==> config.mk <==
export PLATFORM = sky130hd
export DESIGN_NAME = bp_stream_beat_state
export DESIGN_NICKNAME = d
export VERILOG_FILES = /design/src/rtl/bp_stream_state_pkg.sv /design/src/rtl/bp_stream_beat_counter.sv /design/src/rtl/bp_stream_beat_state.sv
export SDC_FILE = /design/constraint.sdc
export NUM_CORES = 1
export LEC_CHECK = 0
export BUFFER_PORTS_ARGS = -buffer_cell sky130_fd_sc_hd__buf_2
export CELL_PAD_IN_SITES_DETAIL_PLACEMENT = 0
export CELL_PAD_IN_SITES_GLOBAL_PLACEMENT = 2
export CORE_ASPECT_RATIO = 1.5
export CORE_MARGIN = 1.5
export CORE_UTILIZATION = 22
export CTS_CLUSTER_DIAMETER = 100
export DETAILED_ROUTE_END_ITERATION = 10
export GPL_TIMING_DRIVEN = 0
export PLACE_DENSITY = 0.76
export SLEW_MARGIN = 10
export SYNTH_ARGS = -nofsm -noshare
export SYNTH_HDL_FRONTEND = slang
export SYNTH_HIERARCHICAL = 1
export SYNTH_SLANG_ARGS = --single-unit
==> constraint.sdc <==
create_clock -name clk_i -period 1.5 [get_ports clk_i]
set_clock_uncertainty 0.1 [all_clocks]
set_input_delay 0 -clock clk_i [delete_from_list [all_inputs] [get_ports clk_i]]
set_output_delay 0 -clock clk_i [all_outputs]
set_load 0.02 [all_outputs]
==> src/rtl/bp_stream_state_pkg.sv <==
// Shared constants and width helper for the BedRock stream pump beat-state slice.
package bp_stream_state_pkg;

   localparam int default_stream_words = 8;

   // Bits needed to hold 0..max_val, never less than one.
   function automatic int safe_width(input int max_val);
      int w;
      w = 1;
      for (int i = 1; i < 31; i++) begin
         if ((1 << i) <= max_val) begin
            w = i + 1;
         end
      end
      return w;
   endfunction

endpackage

==> src/rtl/bp_stream_beat_counter.sv <==
// Settable, enabled beat counter with an explicit wrap at max_val_p.
module bp_stream_beat_counter
   import bp_stream_state_pkg::*;
#(
   parameter int max_val_p   = default_stream_words - 1,
   parameter int reset_val_p = 0,
   localparam int cw_lp      = safe_width(max_val_p)
) (
   input  logic             clk_i,
   input  logic             reset_i,
   input  logic             set_i,
   input  logic             en_i,
   input  logic [cw_lp-1:0] val_i,
   output logic [cw_lp-1:0] cnt_o
);

   localparam logic [cw_lp-1:0] max_lp   = cw_lp'(max_val_p);
   localparam logic [cw_lp-1:0] reset_lp = cw_lp'(reset_val_p);

   logic [cw_lp-1:0] cnt_q;
   logic [cw_lp-1:0] cnt_d;

   // Compare with >= so an out-of-range load still wraps on the next increment.
   always_comb begin
      cnt_d = cnt_q;
      if (set_i) begin
         cnt_d = val_i;
      end else if (en_i) begin
         cnt_d = (cnt_q >= max_lp) ? '0 : cnt_q + cw_lp'(1);
      end
   end

   always_ff @(posedge clk_i or posedge reset_i) begin
      if (reset_i) begin
         cnt_q <= reset_lp;
      end else begin
         cnt_q <= cnt_d;
      end
   end

   assign cnt_o = cnt_q;

endmodule

==> src/rtl/bp_stream_beat_state.sv <==
// Per-transaction beat counter, streaming flag and critical-address bypass register.
// Define BP_STREAM_BEAT_STATE_ASSERT_EN to compile in simulation-only legality checks.
module bp_stream_beat_state
   import bp_stream_state_pkg::*;
#(
   parameter int max_val_p        = default_stream_words - 1,
   parameter int reset_val_p      = 0,
   parameter int clear_over_set_p = 1,
   parameter int byp_width_p      = 6,
   localparam int cw_lp           = safe_width(max_val_p)
) (
   input  logic                   clk_i,
   input  logic                   reset_i,
   input  logic                   cnt_set_i,
   input  logic                   cnt_en_i,
   input  logic [cw_lp-1:0]       cnt_val_i,
   output logic [cw_lp-1:0]       cnt_o,
   input  logic                   flag_set_i,
   input  logic                   flag_clear_i,
   output logic                   flag_o,
   input  logic                   byp_en_i,
   input  logic [byp_width_p-1:0] byp_data_i,
   output logic [byp_width_p-1:0] byp_data_o
);

   bp_stream_beat_counter #(
      .max_val_p   (max_val_p),
      .reset_val_p (reset_val_p)
   ) u_counter (
      .clk_i   (clk_i),
      .reset_i (reset_i),
      .set_i   (cnt_set_i),
      .en_i    (cnt_en_i),
      .val_i   (cnt_val_i),
      .cnt_o   (cnt_o)
   );

   logic flag_q;
   logic flag_d;

   // Simultaneous set and clear resolves to whichever side clear_over_set_p favours.
   always_comb begin
      flag_d = flag_q;
      if (flag_set_i && flag_clear_i) begin
         flag_d = (clear_over_set_p == 0);
      end else if (flag_set_i) begin
         flag_d = 1'b1;
      end else if (flag_clear_i) begin
         flag_d = 1'b0;
      end
   end

   logic [byp_width_p-1:0] byp_q;
   logic [byp_width_p-1:0] byp_d;

   always_comb begin
      byp_d = byp_q;
      if (byp_en_i) begin
         byp_d = byp_data_i;
      end
   end

   always_ff @(posedge clk_i or posedge reset_i) begin
      if (reset_i) begin
         flag_q <= 1'b0;
         byp_q  <= '0;
      end else begin
         flag_q <= flag_d;
         byp_q  <= byp_d;
      end
   end

   assign flag_o     = flag_q;
   assign byp_data_o = byp_en_i ? byp_data_i : byp_q;

`ifdef BP_STREAM_BEAT_STATE_ASSERT_EN
   if (reset_val_p > max_val_p) begin : g_bad_reset_val
      $error("bp_stream_beat_state: reset_val_p (%0d) exceeds max_val_p (%0d)",
             reset_val_p, max_val_p);
   end

   always_ff @(posedge clk_i) begin
      if (!reset_i) begin
         if (cnt_set_i && (int'(cnt_val_i) > max_val_p)) begin
            $error("bp_stream_beat_state: load value %0d exceeds max_val_p %0d",
                   cnt_val_i, max_val_p);
         end
         if (flag_set_i && flag_clear_i &&
             (clear_over_set_p != 0) && (clear_over_set_p != 1)) begin
            $error("bp_stream_beat_state: clear_over_set_p %0d is not 0 or 1",
                   clear_over_set_p);
         end
      end
   end
`else
`endif

endmodule

== After elaboration in Yosys (flattened, before gate mapping) ==
Cells that the tools add are included.
W data, S select, Z words.
Operators by class
  add/sub/neg operators: 1
  magnitude comparators: 1
  multiplexer cells: 7
  reductions and logical operators: 3
Operators with widths (count)
  $mux W3: 3
  $mux W6: 1
  $add A3 B1 Y3 const B: 1
  $ge A3 B3 Y1 const B: 1
  $mux W1: 3
  $reduce_bool A3 Y1: 1
  $reduce_bool A2 Y1: 1
  $logic_and A1 B1 Y1: 1
Word-level totals
  flip-flop bits (word level): 10
  input bits: 16
  output and inout bits: 10
  word-level logic and storage cells: 15

== Depth between registers and ports, before layout ==
  depth in word-level cells: 4
  gate-level depth with buffers: 4
  gate-level depth less buffers: 4

== By module ==
Netlist, hierarchy kept.
Modules (own cells, without submodules)
  bp_stream_beat_state: times used 1, cells an instance 16, area each 290.3 um^2, sequential area each 175.2 um^2
  bp_stream_beat_counter: times used 1, cells an instance 17, area each 185.2 um^2, sequential area each 75.1 um^2

== Worst setup path after synthesis ==
OpenSTA, ideal clock, no wires.
  kind: register to register
  start point: reg u_counter.cnt_q[0] (netlist: u_counter/cnt_o[0])
  end point: reg u_counter.cnt_q[2] (netlist: u_counter/cnt_o[2])
  setup time: 0.127 ns
  data arrival time: 1.374 ns
  required time: 1.273 ns
  setup slack: -0.100 ns
  cell stages (with the launch flop): 5
  path buffers: 0
  period minus slack after synthesis: 1.600 ns
  cells stage by stage: dfrtp_1 > ha_1 > ha_1 > nor4bb_1 > a221o_2
Between the ends
  word-level cells in the longest chain between the ends: 4
  elaborated cells between the ends (all ways): 5
  those cells by class: add/sub: 1; order compare: 1; mux: 3
RTL lines
  from (decl): RTL line bp_stream_beat_counter.sv:20  | logic [cw_lp-1:0] cnt_q;
  from (signal assigned): RTL line bp_stream_beat_counter.sv:35  | cnt_q <= reset_lp;
  from (signal assigned): RTL line bp_stream_beat_counter.sv:37  | cnt_q <= cnt_d;
  $add A3 B1 Y3 or $ge A3 B3 Y1 (tied branches): RTL line bp_stream_beat_counter.sv:29  | cnt_d = (cnt_q >= max_lp) ? '0 : cnt_q + cw_lp'(1);
  $mux W3 *: RTL line bp_stream_beat_counter.sv:29
  $mux W3 *: RTL line bp_stream_beat_counter.sv:28  | end else if (en_i) begin
  $mux W3 *: RTL line bp_stream_beat_counter.sv:26  | if (set_i) begin
Mark *: on every way between the ends. The rest lies on a longest branch, timed or not. The select of a mux whose other input is x is not followed.
A chain may end at the register's enable or synchronous reset.

== Worst setup path in the final report ==
  start point: reg u_counter.cnt_q[1] (netlist: u_counter/cnt_o[1])
  end point: reg u_counter.cnt_q[2] (netlist: u_counter/cnt_o[2])
Same word-level chain as after synthesis.

==> results.toml <==
[run_status]
status = "completed"

[logic_synthesis]
ys_seq_area_frac = 0.526
synth_area_leaders = "dfrtp_1 (53%), mux2_4 (19%), ha_1 (5.3%), nor3b_1 (3.2%), a221o_2 (2.4%)"
ys_types = 16
synthCells = 33
ys_seq_elements = 10
yosysWarnings = 6
syn_area_sq_um = 475
syn_nets = 51
synth_top_area_share = 0.526
syn_area_per_cell_sq_um = 14.4
yosys.area.top_type = "dfrtp_1"

[hold_path]
hold_class = "input pin to flip-flop"

[die]
initial_core_util = 0.235
io_pins = 26
die_area_sq_mm = 0.00245
fp.dieW_um = 41.0
placementRows = 20
die_y_um = 59.9
core_sq_mm = 0.00203

[grt]
grt_pass1_vias = 492
track_usage = 0.125
grt_overflow = 0
grt_max_degree = 8
grt_pass1_wl_um = 2050
antenna_found_initial = 0

[route]
num_vias = 464
first_iter_violations = 3
first_pass_iters = 3
ant_nets = 0
viasPerCell = 4.38
wl_per_cell_um = 11.9
post-route-drc-count = 0
routed_wl_um = 1260

[clock_network]
cts_tree = "built"
cts_made_buffers = 3
cts_sinks = 10
clockRootBuffer = "clkbuf_4"
insertion_delay_ps = 260
clk_path_buf_depth = 2
htree_num_levels = 1
path_clk_slew_ps = 70

[timing]
min_period_over_period = 0.985
hold_viol_final = 0
slew_headroom = 0.817
finalMaxSlewViolations = 0
fmax_mhz = 677
setup_viol = 0
tns_ps = 0
rsz0062_at_grt = "yes"
fin_crit_ps = 1480
tightest_slew_ps = 274
worst_slack_ps = 23.0

[power_and_ir_drop]
ir_drop_uv = 417
cellPowerDensity_mw_per_mm2 = 880
finalPower_uw = 816
p_leak_uw = 0.000445

[finish]
final_cells = 106
syn_to_final_growth_pct = 95.0
diodes = 0
fin_util = 0.457
drive_above_1_share = 0.524
nets = 103
fillers = 195

[place]
placed_cells = 79
place_congestion = 0.623
io_buffers = 24
pre_cts_ws_ps = -41.1

[critical_path]
arrival_ps = 1520
crit_path_end_kind = "flip-flop"
crit_fanout = 2
worst_ep_required_time_ps = 1550
path_class = "flip-flop to flip-flop"
start_kind = "flip-flop"

[flow_run]
maxCapViolCount = 0
Yosys cell counts, drive strengths merged:
| master | n |
|---|---|
| a221o | 1 |
| buf | 1 |
| dfrtp | 10 |
| ha | 2 |
| inv | 2 |
| mux2 | 6 |
| mux2i | 1 |
| nand2 | 1 |
| nand2b | 1 |
| nand3 | 1 |
| nor2b | 1 |
| nor3b | 2 |
| nor4bb | 1 |
| o21ai | 1 |
| o21ba | 1 |
| o31a | 1 |
report_power, final:
| group | switching (uW) | internal (uW) | leakage (uW) | total [uW] |
|---|---|---|---|---|
| Combinational | 106 | 154 | 0.000308 | 260 |
| Sequential | 20.2 | 299 | 0.000116 | 319 |
| Clock | 89.8 | 147 | 0.0000210 | 237 |
| Total | 216 | 600 | 0.000445 | 816 |
layer usage:
| metal | global-route usage | wire, um | vias to the layer above |
|---|---|---|---|
| li1 | - | - | 219 |
| met1 | 0.117 | 465 | 224 |
| met2 | 0.230 | 705 | 21 |
| met3 | 0.0335 | 86 | 0 |
| met4 | 0.0571 | 0 | 0 |
| met5 | 0 | 0 | - |
path summary, 6_finish.rpt:
check	endpoint	start	cells after the start	slack [ps]
worst max-delay path	u_counter/cnt_o[2]$_DFFE_PP0P_	u_counter/cnt_o[1]$_DFFE_PP0P_	4	20
worst min-delay path	u_counter/cnt_o[1]$_DFFE_PP0P_	cnt_en_i	3	20
worst max register to register	u_counter/cnt_o[2]$_DFFE_PP0P_	u_counter/cnt_o[1]$_DFFE_PP0P_	4	20
worst min register to register	u_counter/cnt_o[2]$_DFFE_PP0P_	u_counter/cnt_o[2]$_DFFE_PP0P_	2	600
max in group asynchronous	byp_q[4]$_DFF_PP0_	reset_i	3	960
min in group asynchronous	u_counter/cnt_o[2]$_DFFE_PP0P_	reset_i	3	50
registers in the layout (all words and copies together), names as in the netlist:
| signal | flops |
|---|---|
| flag_o | 1 |
| byp_q | 6 |
| u_counter/cnt_o | 3 |
metrics by stage:
step	hold slack (ps)	area, sq um
floorplan	-346	480
global placement	-215	628
detailed placement	-210	628
CTS	14.8	927
global route	67.0	927
finish	23.8	927
what timing repair did:
action | CTS | global route
endpoints found under the setup margin | 1 | 1
endpoints found under the hold margin | 20 | 0
hold buffers | 21 | 0
buffers inserted | 2 | 0
pin swaps | 2 | 2
gates resized for setup | 4 | 0
cell usage in the layout, fill, tap and decap left out:
cell type	netlist	layout
mux2i_1	1	1
nand2_1	1	1
dfrtp_2	0	2
nor2b_1	1	1
dfrtp_1	10	8
o31a_1	1	1
clkbuf_8	0	1
a221o_2	1	1
nand2b_1	1	1
nor4bb_4	0	1
clkbuf_4	0	3
ha_4	0	2
nor3b_1	2	2
o21ai_0	1	1
nand3_1	1	1
mux2_4	6	6
buf_2	0	24
o21ba_2	1	1
dlygate4sd3_1	0	21
buf_4	0	2
buf_6	1	1
inv_1	2	2
final cells by class:
class | count | area (sq um) | area share
repair buffers | 47 | 345 | 0.372
flip-flops and latches | 10 | 253 | 0.273
multi-input cells | 20 | 246 | 0.266
clock buffers | 4 | 36.3 | 0.0391
well taps | 22 | 27.5 | 0.0297
plain buffers | 1 | 11.3 | 0.0121
inverters | 2 | 7.51 | 0.00810
worst max-delay path: stages, from the launching register on:
cell and delay (ps):
dfrtp_2 430, ha_4 170, ha_4 200, nor4bb_4 140
a221o_2 330
cells by family after synthesis:
family / after synthesis / share of synthesized area
compound gates: 4 / 0.0737
fa+ha+maj: 2 / 0.0526
buf+inv: 3 / 0.0395
flops: 10 / 0.526
mux: 7 / 0.211
simple gates: 7 / 0.0974
No activity file was read; power rests on OpenSTA's default activity.
